[config.mk]
export PLATFORM = sky130hd
export DESIGN_NAME = mem_stage
export DESIGN_NICKNAME = d
export VERILOG_FILES = /design/src/rtl/mem_stage_pkg.sv /design/src/rtl/mem_stage.sv
export SDC_FILE = /design/constraint.sdc
export NUM_CORES = 1
export LEC_CHECK = 0
export CORE_AREA = 8 8 217 219
export CTS_CLUSTER_DIAMETER = 80
export DETAILED_ROUTE_END_ITERATION = 10
export DIE_AREA = 0 0 225 227
export MAX_ROUTING_LAYER = met4
export PLACE_DENSITY = 0.66
export SLEW_MARGIN = 15
export SYNTH_ARGS = -nofsm -noshare
export SYNTH_HDL_FRONTEND = slang
export SYNTH_SLANG_ARGS = --single-unit
[constraint.sdc]
create_clock -name clk -period 5.54 [get_ports clk]
set_input_delay 1.662 -clock clk [delete_from_list [all_inputs] [get_ports clk]]
set_output_delay 1.662 -clock clk [all_outputs]
set_load 0.1 [all_outputs]
[src/rtl/mem_stage_pkg.sv]
`default_nettype none
// ============================================================================
//  mem_stage_pkg
//  Pipeline record types shared by the memory stage and its neighbours.
//  Revision: 1.0
// ============================================================================
package mem_stage_pkg;

  localparam logic [6:0] c_OPC_LOAD  = 7'b0000011;
  localparam logic [6:0] c_OPC_STORE = 7'b0100011;

  typedef struct packed {
    logic        valid;
    logic [31:0] pc;
    logic [31:0] inst;
    logic [6:0]  opcode;
    logic [2:0]  funct3;
    logic [4:0]  rd_s;
    logic [31:0] rs2_v;
    logic [31:0] alu_out;
    logic        br_en;
    logic [31:0] u_imm;
    logic        regf_we;
    logic [3:0]  regfilemux_sel;
    logic [5:0]  dest_phys_new;
    logic [5:0]  dest_phys_old;
    logic [4:0]  dest_arch;
  } ex_mem_stage_reg_t;

  typedef struct packed {
    logic        valid;
    logic [31:0] pc;
    logic [31:0] inst;
    logic [4:0]  rd_s;
    logic        regf_we;
    logic [3:0]  regfilemux_sel;
    logic [31:0] alu_out;
    logic        br_en;
    logic [31:0] u_imm;
    logic [31:0] mem_rdata;
    logic [5:0]  dest_phys_new;
    logic [5:0]  dest_phys_old;
    logic [4:0]  dest_arch;
  } mem_wb_stage_reg_t;

endpackage
`default_nettype wire

[src/rtl/mem_stage.sv]
`default_nettype none
// ============================================================================
//  mem_stage
//  EX/MEM register, single-outstanding data-memory handshake and MEM/WB register.
//  Revision: 1.0
// ============================================================================
module mem_stage
  import mem_stage_pkg::*;
(
  input  logic              clk,
  input  logic              rst_n,
  input  ex_mem_stage_reg_t ex_mem_in,
  input  logic              flush,
  output logic [31:0]       dmem_addr,
  output logic [3:0]        dmem_rmask,
  output logic [3:0]        dmem_wmask,
  output logic [31:0]       dmem_wdata,
  input  logic [31:0]       dmem_rdata,
  input  logic              dmem_resp,
  output logic              stall,
  output logic [31:0]       ex_mem_alu_out_forward,
  output logic              ex_mem_br_en_forward,
  output logic [31:0]       ex_mem_u_imm_forward,
  output logic [4:0]        ex_mem_rd_s,
  output logic              ex_mem_regf_we,
  output mem_wb_stage_reg_t mem_wb
);

  typedef enum logic [0:0] {
    ST_IDLE = 1'b0,
    ST_WAIT = 1'b1
  } state_t;

  ex_mem_stage_reg_t r_ex_mem;
  mem_wb_stage_reg_t r_mem_wb;
  state_t            r_state;
  state_t            w_next_state;

  logic [1:0]  w_off;
  logic [3:0]  w_byte_mask;
  logic        w_aligned;
  logic        w_is_load;
  logic        w_is_store;
  logic        w_mem_op;
  logic [31:0] w_rdata_shift;
  logic [31:0] w_load_data;

  assign w_off      = r_ex_mem.alu_out[1:0];
  assign w_is_load  = (r_ex_mem.opcode == c_OPC_LOAD);
  assign w_is_store = (r_ex_mem.opcode == c_OPC_STORE);

  always_comb begin
    w_byte_mask = 4'b0000;
    w_aligned   = 1'b0;
    case (r_ex_mem.funct3[1:0])
      2'b00: begin
        w_byte_mask = 4'b0001 << w_off;
        w_aligned   = 1'b1;
      end
      2'b01: begin
        w_byte_mask = 4'b0011 << w_off;
        w_aligned   = ~w_off[0];
      end
      2'b10: begin
        w_byte_mask = 4'b1111;
        w_aligned   = (w_off == 2'b00);
      end
      default: begin
        w_byte_mask = 4'b0000;
        w_aligned   = 1'b0;
      end
    endcase
  end

  // Misaligned accesses never reach memory; they retire as a plain pass-through.
  assign w_mem_op = r_ex_mem.valid & (w_is_load | w_is_store) & w_aligned;
  assign stall    = w_mem_op & ~dmem_resp;

  always_comb begin
    w_next_state = r_state;
    dmem_rmask   = 4'b0000;
    dmem_wmask   = 4'b0000;
    case (r_state)
      ST_IDLE: begin
        if (w_mem_op) begin
          if (w_is_load) dmem_rmask = w_byte_mask;
          else           dmem_wmask = w_byte_mask;
          if (!dmem_resp) w_next_state = ST_WAIT;
        end
      end
      ST_WAIT: begin
        if (dmem_resp || !w_mem_op) w_next_state = ST_IDLE;
      end
      default: w_next_state = ST_IDLE;
    endcase
  end

  assign dmem_addr     = {r_ex_mem.alu_out[31:2], 2'b00};
  assign dmem_wdata    = r_ex_mem.rs2_v << {w_off, 3'b000};
  assign w_rdata_shift = dmem_rdata >> {w_off, 3'b000};

  always_comb begin
    w_load_data = 32'h0;
    case (r_ex_mem.funct3)
      3'b000:  w_load_data = {{24{w_rdata_shift[7]}}, w_rdata_shift[7:0]};
      3'b001:  w_load_data = {{16{w_rdata_shift[15]}}, w_rdata_shift[15:0]};
      3'b010:  w_load_data = w_rdata_shift;
      3'b100:  w_load_data = {24'h0, w_rdata_shift[7:0]};
      3'b101:  w_load_data = {16'h0, w_rdata_shift[15:0]};
      default: w_load_data = 32'h0;
    endcase
  end

  always_ff @(posedge clk or negedge rst_n) begin
    if (!rst_n) begin
      r_state <= ST_IDLE;
    end else begin
      r_state <= w_next_state;
    end
  end

  always_ff @(posedge clk or negedge rst_n) begin
    if (!rst_n) begin
      r_ex_mem <= '0;
    end else if (!stall) begin
      r_ex_mem       <= ex_mem_in;
      r_ex_mem.valid <= ex_mem_in.valid & ~flush;
    end
  end

  // While stalled only valid matters downstream; the rest is loaded regardless.
  always_ff @(posedge clk or negedge rst_n) begin
    if (!rst_n) begin
      r_mem_wb <= '0;
    end else begin
      r_mem_wb.valid          <= r_ex_mem.valid & ~stall;
      r_mem_wb.pc             <= r_ex_mem.pc;
      r_mem_wb.inst           <= r_ex_mem.inst;
      r_mem_wb.rd_s           <= r_ex_mem.rd_s;
      r_mem_wb.regf_we        <= r_ex_mem.regf_we;
      r_mem_wb.regfilemux_sel <= r_ex_mem.regfilemux_sel;
      r_mem_wb.alu_out        <= r_ex_mem.alu_out;
      r_mem_wb.br_en          <= r_ex_mem.br_en;
      r_mem_wb.u_imm          <= r_ex_mem.u_imm;
      r_mem_wb.mem_rdata      <= (w_mem_op & w_is_load) ? w_load_data : 32'h0;
      r_mem_wb.dest_phys_new  <= r_ex_mem.dest_phys_new;
      r_mem_wb.dest_phys_old  <= r_ex_mem.dest_phys_old;
      r_mem_wb.dest_arch      <= r_ex_mem.dest_arch;
    end
  end

  assign mem_wb                 = r_mem_wb;
  assign ex_mem_alu_out_forward = r_ex_mem.alu_out;
  assign ex_mem_br_en_forward   = r_ex_mem.br_en;
  assign ex_mem_u_imm_forward   = r_ex_mem.u_imm;
  assign ex_mem_rd_s            = r_ex_mem.rd_s;
  assign ex_mem_regf_we         = r_ex_mem.regf_we & r_ex_mem.valid;

endmodule
`default_nettype wire

After elaboration in Yosys (flattened, before gate mapping)
Index checks and enable logic that the tools add are counted.
{"block": "word_totals", "out_inout_bits": 333, "input_bits": 235, "word_cells": 73, "reg_bits": 389}
{"block": "op_classes", "shift": 4, "reduce_logical": 5, "bitwise": 13, "n_eq_ne": 8, "mux": 14}
{"cell": "$pmux W32 S5", "n": 1}
{"cell": "$mux W32", "n": 1}
{"cell": "$shl A32 B5 Y32", "n": 1}
{"cell": "$shr A32 B5 Y32", "n": 1}
{"cell": "$mux W4", "n": 6}
{"cell": "$pmux W4 S3", "n": 1}
{"cell": "$and A1 B1 Y1", "n": 7}
{"cell": "$eq A7 B2 Y1 const B", "n": 1}
{"cell": "$eq A7 B6 Y1 const B", "n": 1}
{"cell": "$eq A3 B3 Y1 const B", "n": 2}
{"cell": "$not A1 Y1", "n": 5}
{"cell": "$logic_not A2 Y1", "n": 2}
{"cell": "$shl A1 B2 Y4 const A", "n": 1}
{"cell": "$shl A2 B2 Y4 const A", "n": 1}
{"cell": "$eq A3 B1 Y1 const B", "n": 1}
{"cell": "$eq A3 B2 Y1 const B", "n": 1}
{"cell": "$logic_not A3 Y1", "n": 1}
{"cell": "$mux W1", "n": 3}
{"cell": "$pmux W1 S3", "n": 1}
{"cell": "$eq A2 B1 Y1 const B", "n": 1}
{"cell": "$eq A2 B2 Y1 const B", "n": 1}
{"cell": "$pmux W1 S2", "n": 1}
{"cell": "$logic_not A1 Y1", "n": 1}
{"cell": "$logic_or A1 B1 Y1", "n": 1}
{"cell": "$or A1 B1 Y1", "n": 1}

Depth between registers and ports, before layout
{"block": "logic_depth", "depth_word": 8, "ltp_mapped": 7, "ltp_nobuf": 4}

Worst setup path before layout
OpenSTA, ideal clock, no wires.
{"block": "synth_path", "kind": "flip-flop to output port", "from": "reg r_ex_mem, in the netlist ex_mem_alu_out_forward[1]", "to": "out dmem_wdata[16]", "path_slack_ns": 0.697, "t_required_ns": 3.878, "path_stages_with_launch": 6, "arrival_ns": 3.181, "path_buffers": 3, "path_cell_list": "dfrtp_1 > buf_6 > buf_2 > buf_2 > mux2i_1 > o21ai_0"}
{"block": "synth_between", "elab_chain_len": 1}
{"item": "from (decl)", "line": "mem_stage.sv:34", "source": "ex_mem_stage_reg_t r_ex_mem;"}
{"item": "from (signal assigned)", "line": "mem_stage.sv:126", "source": "r_ex_mem <= ex_mem_in;"}
{"item": "$shl A32 B5 Y32", "line": "mem_stage.sv:99", "source": "assign dmem_wdata = r_ex_mem.rs2_v << {w_off, 3'b000};"}
{"item": "to (decl)", "line": "mem_stage.sv:17", "source": "output logic [31:0] dmem_wdata,"}
Every way passes these cells.

Final worst setup path
{"block": "layout_path", "from": "reg r_ex_mem, in the netlist ex_mem_alu_out_forward[1]", "to": "out ex_mem_alu_out_forward[1]"}
{"item": "to (decl)", "line": "mem_stage.sv:21", "source": "output logic [31:0] ex_mem_alu_out_forward,"}
No word-level cell between the ends.

==> run metrics <==
placed cell count 1,979; r2r setup slk 1.91 ns; Via density 4.412; Power Dens Cells 346.6 nW/µm²; dpl hpwl 32,820 µm; sequential area share after synthesis 63.52%; skew final 0.02034 ns; clock slew seen by the registers of the worst setup and hold paths 0.06 ns; Yosys reg bits 389; most common library cells after synthesis dfrtp_1 (389), mux2_4 (190), buf_4 (101); Setup TNS 0 ns; relative slew slack 24.98%; Hold Path Depth 0; Area contributors post-synth dfrtp_1 (64%), mux2_4 (19%), buf_4 (4.9%); cts repair resizes 0; most frequent cell after synthesis dfrtp_1; critical path class flip-flop to output pin; total of max-cap violations 0; drt total wl 44,090 µm; Max VDD drop 0.2518 mV; vias in the first global route 9,964; share of cells above drive strength 1 22.69%; CTS tree yes; Core Util, Final 50.85%; fin cells 2,063; CTS Sinks 389; type of the worst min-delay path flip-flop to flip-flop; Worst setup EP type output pin; Final nets 1,667; total track usage 17.06%; Unique masters post-synth 41; Max H-tree Level 2; Port Buffers 565; Post-Syn Instances 954; DRC Markers 0; CTS buffer count 43; first-pass GRT wire length 64,440 µm; Finish-stage setup viols 0; Max Freq 207.8 MHz; unrepaired setup endpoints after global routing false; RD Place Congestion 0.8427; Iter 0 DRT Violations 392; Async SR Flop Fraction 100.0%; post-synth top area cell dfrtp_1; Multi-input gate area 4394 µm²; root buffer cell clkbuf_16; Register Area 9737 µm²; Hold Buf Count CTS 0; cell area after synthesis 15,320 µm²; EDFF count, synth 0; Fill cells 3,652; I/O pin count 568; Arr. time, crit path 3.15 ns; Starting Density 35.11%; reg2reg path depth 6; worst slew pin tran 1.122 ns; largest net degree at the start of global routing 116; worst path required time 3.88 ns; Slew Viols, Final 0; core area 43,640 µm²; Avg Cell Area, Syn 16.06 µm²; final hold violation count 0; routed vias 9,102; Final ANT Viol Nets 0; remaining global-route overflow 0; status completed; area grow syn2layout 44.81%; crit-path max FO 44; crit share post-route 86.85%; prevailing post-synth register cell dfrtp_1; CTS max path bufs 3; Die Wd 225 µm; DRT Pass-1 Iters 4; full die area 51,080 µm²; Avg WL per Cell 21.37 µm; Tmin final 4.812 ns; hold endpoint mem_wb[152]$_DFF_PN0_; Critical Path Start Type flip-flop; r2r endpoint r_ex_mem[5]$_DFFE_PN0N_; Hold Crit Start r_ex_mem[162]$_DFFE_PN0N_; top cell type's share of synthesized area 63.52%; clock latency on the worst-skew pair 0.56 ns; Lkg Pwr 9.501 nW; Post-CTS Setup Inserts 0; synth warn 0; initial antenna violation count 8; chip height 227 µm; Reg2Reg Launch Point ex_mem_alu_out_forward[1]$_DFFE_PN0N_; row count 77
==> sequential cells by signal (all words and copies together), names as in the netlist <==
name and flops:
ex_mem_alu_out_forward 32, ex_mem_br_en_forward 1, ex_mem_rd_s 5, ex_mem_u_imm_forward 32, mem_wb 189, r_ex_mem 129
r_state 1
==> area by class of cell <==
| class | count | area share [%] |
|---|---|---|
| Clock inverter | 19 | 1.477 |
| Multi-Input combinational cell | 418 | 19.80 |
| Sequential cell | 389 | 43.88 |
| Clock buffer | 57 | 5.447 |
| Inverter | 2 | 0.03383 |
| Tap cell | 592 | 3.338 |
| Antenna cell | 8 | 0.09021 |
| Timing Repair Buffer | 578 | 25.94 |
==> metrics by stage <==
step                setup WS [ns]  power, W  hold slack, ns  cell area, µm²
global route               0.5629  0.007957          0.3802           22190
floorplan                  0.6974  0.004191          0.3501           15330
global placement            1.056  0.004672          0.3552           20630
CTS                        0.6863  0.007790          0.3725           22170
finish                     0.7284  0.007692          0.3744           22190
detailed placement          1.031  0.004682          0.3607           20630
==> cells by family after synthesis <==
| logic type | Yosys count | synth area share [%] |
|---|---|---|
| buf+inv | 148 | 7.862 |
| mux | 230 | 21.34 |
| other cells | 1 | 0.02447 |
| simple gates | 106 | 3.748 |
| compound gates | 80 | 3.503 |
| flops | 389 | 63.52 |
==> where the power goes <==
| part | internal (W) | total (W) | switching [W] | leakage (nW) |
|---|---|---|---|---|
| clock | 0.00191 | 0.00307 | 0.00116 | 0.756 |
| combinational | 0.000461 | 0.00155 | 0.00109 | 4.13 |
| sequential | 0.00298 | 0.00307 | 0.0000908 | 4.61 |
| total | 0.00535 | 0.00769 | 0.00234 | 9.50 |
==> critical path: stages, from the launching register on <==
cell	delay, ns
dfrtp_2	0.97
buf_4	0.43
clkdlybuf4s50_1	1.20
==> layout by cell type, fill, tap and decap left out, types with 4 or more instances in the layout <==
cell,n
mux2_2,12
clkbuf_8,8
nor2b_1,23
a211oi_1,22
buf_4,34
nor3_1,4
a21oi_1,23
buf_12,5
dfrtp_1,387
clkbuf_16,43
and2_1,22
diode_2,8
nor2_1,19
clkbuf_1,6
mux2i_1,26
nand2_1,26
o21ai_0,17
bufinv_16,8
mux2_4,190
clkinv_2,7
clkdlybuf4s50_1,538
a21oi_2,9
==> per-layer routing <==
layer / up-vias / track usage [%] / wire length [µm]
met1: 4553 / 19.49 / 17520
met3: 60 / 7.085 / 4365
met5: - / - / 0
met2: 380 / 27.25 / 21200
li1: 4109 / - / -
met4: 0 / 5.254 / 1011
==> worst max-delay path by stage <==
stage          depth (start not counted)                              endpoint  slack, ns                                  start
4_1_cts                                2             ex_mem_alu_out_forward[1]       0.69  ex_mem_alu_out_forward[1]$_DFFE_PN0N_
3_5_place_dp                           5  ex_mem_u_imm_forward[11]$_DFFE_PN0N_       1.03                              dmem_resp
5_1_grt                                3                        dmem_wdata[29]       0.56  ex_mem_alu_out_forward[1]$_DFFE_PN0N_
3_3_place_gp                           5  ex_mem_u_imm_forward[27]$_DFFE_PN0N_       1.06                              dmem_resp
2_1_floorplan                          5                        dmem_wdata[16]       0.70  ex_mem_alu_out_forward[1]$_DFFE_PN0N_
6_report                               2             ex_mem_alu_out_forward[1]       0.73  ex_mem_alu_out_forward[1]$_DFFE_PN0N_
Power figures use the tool's default switching activity.
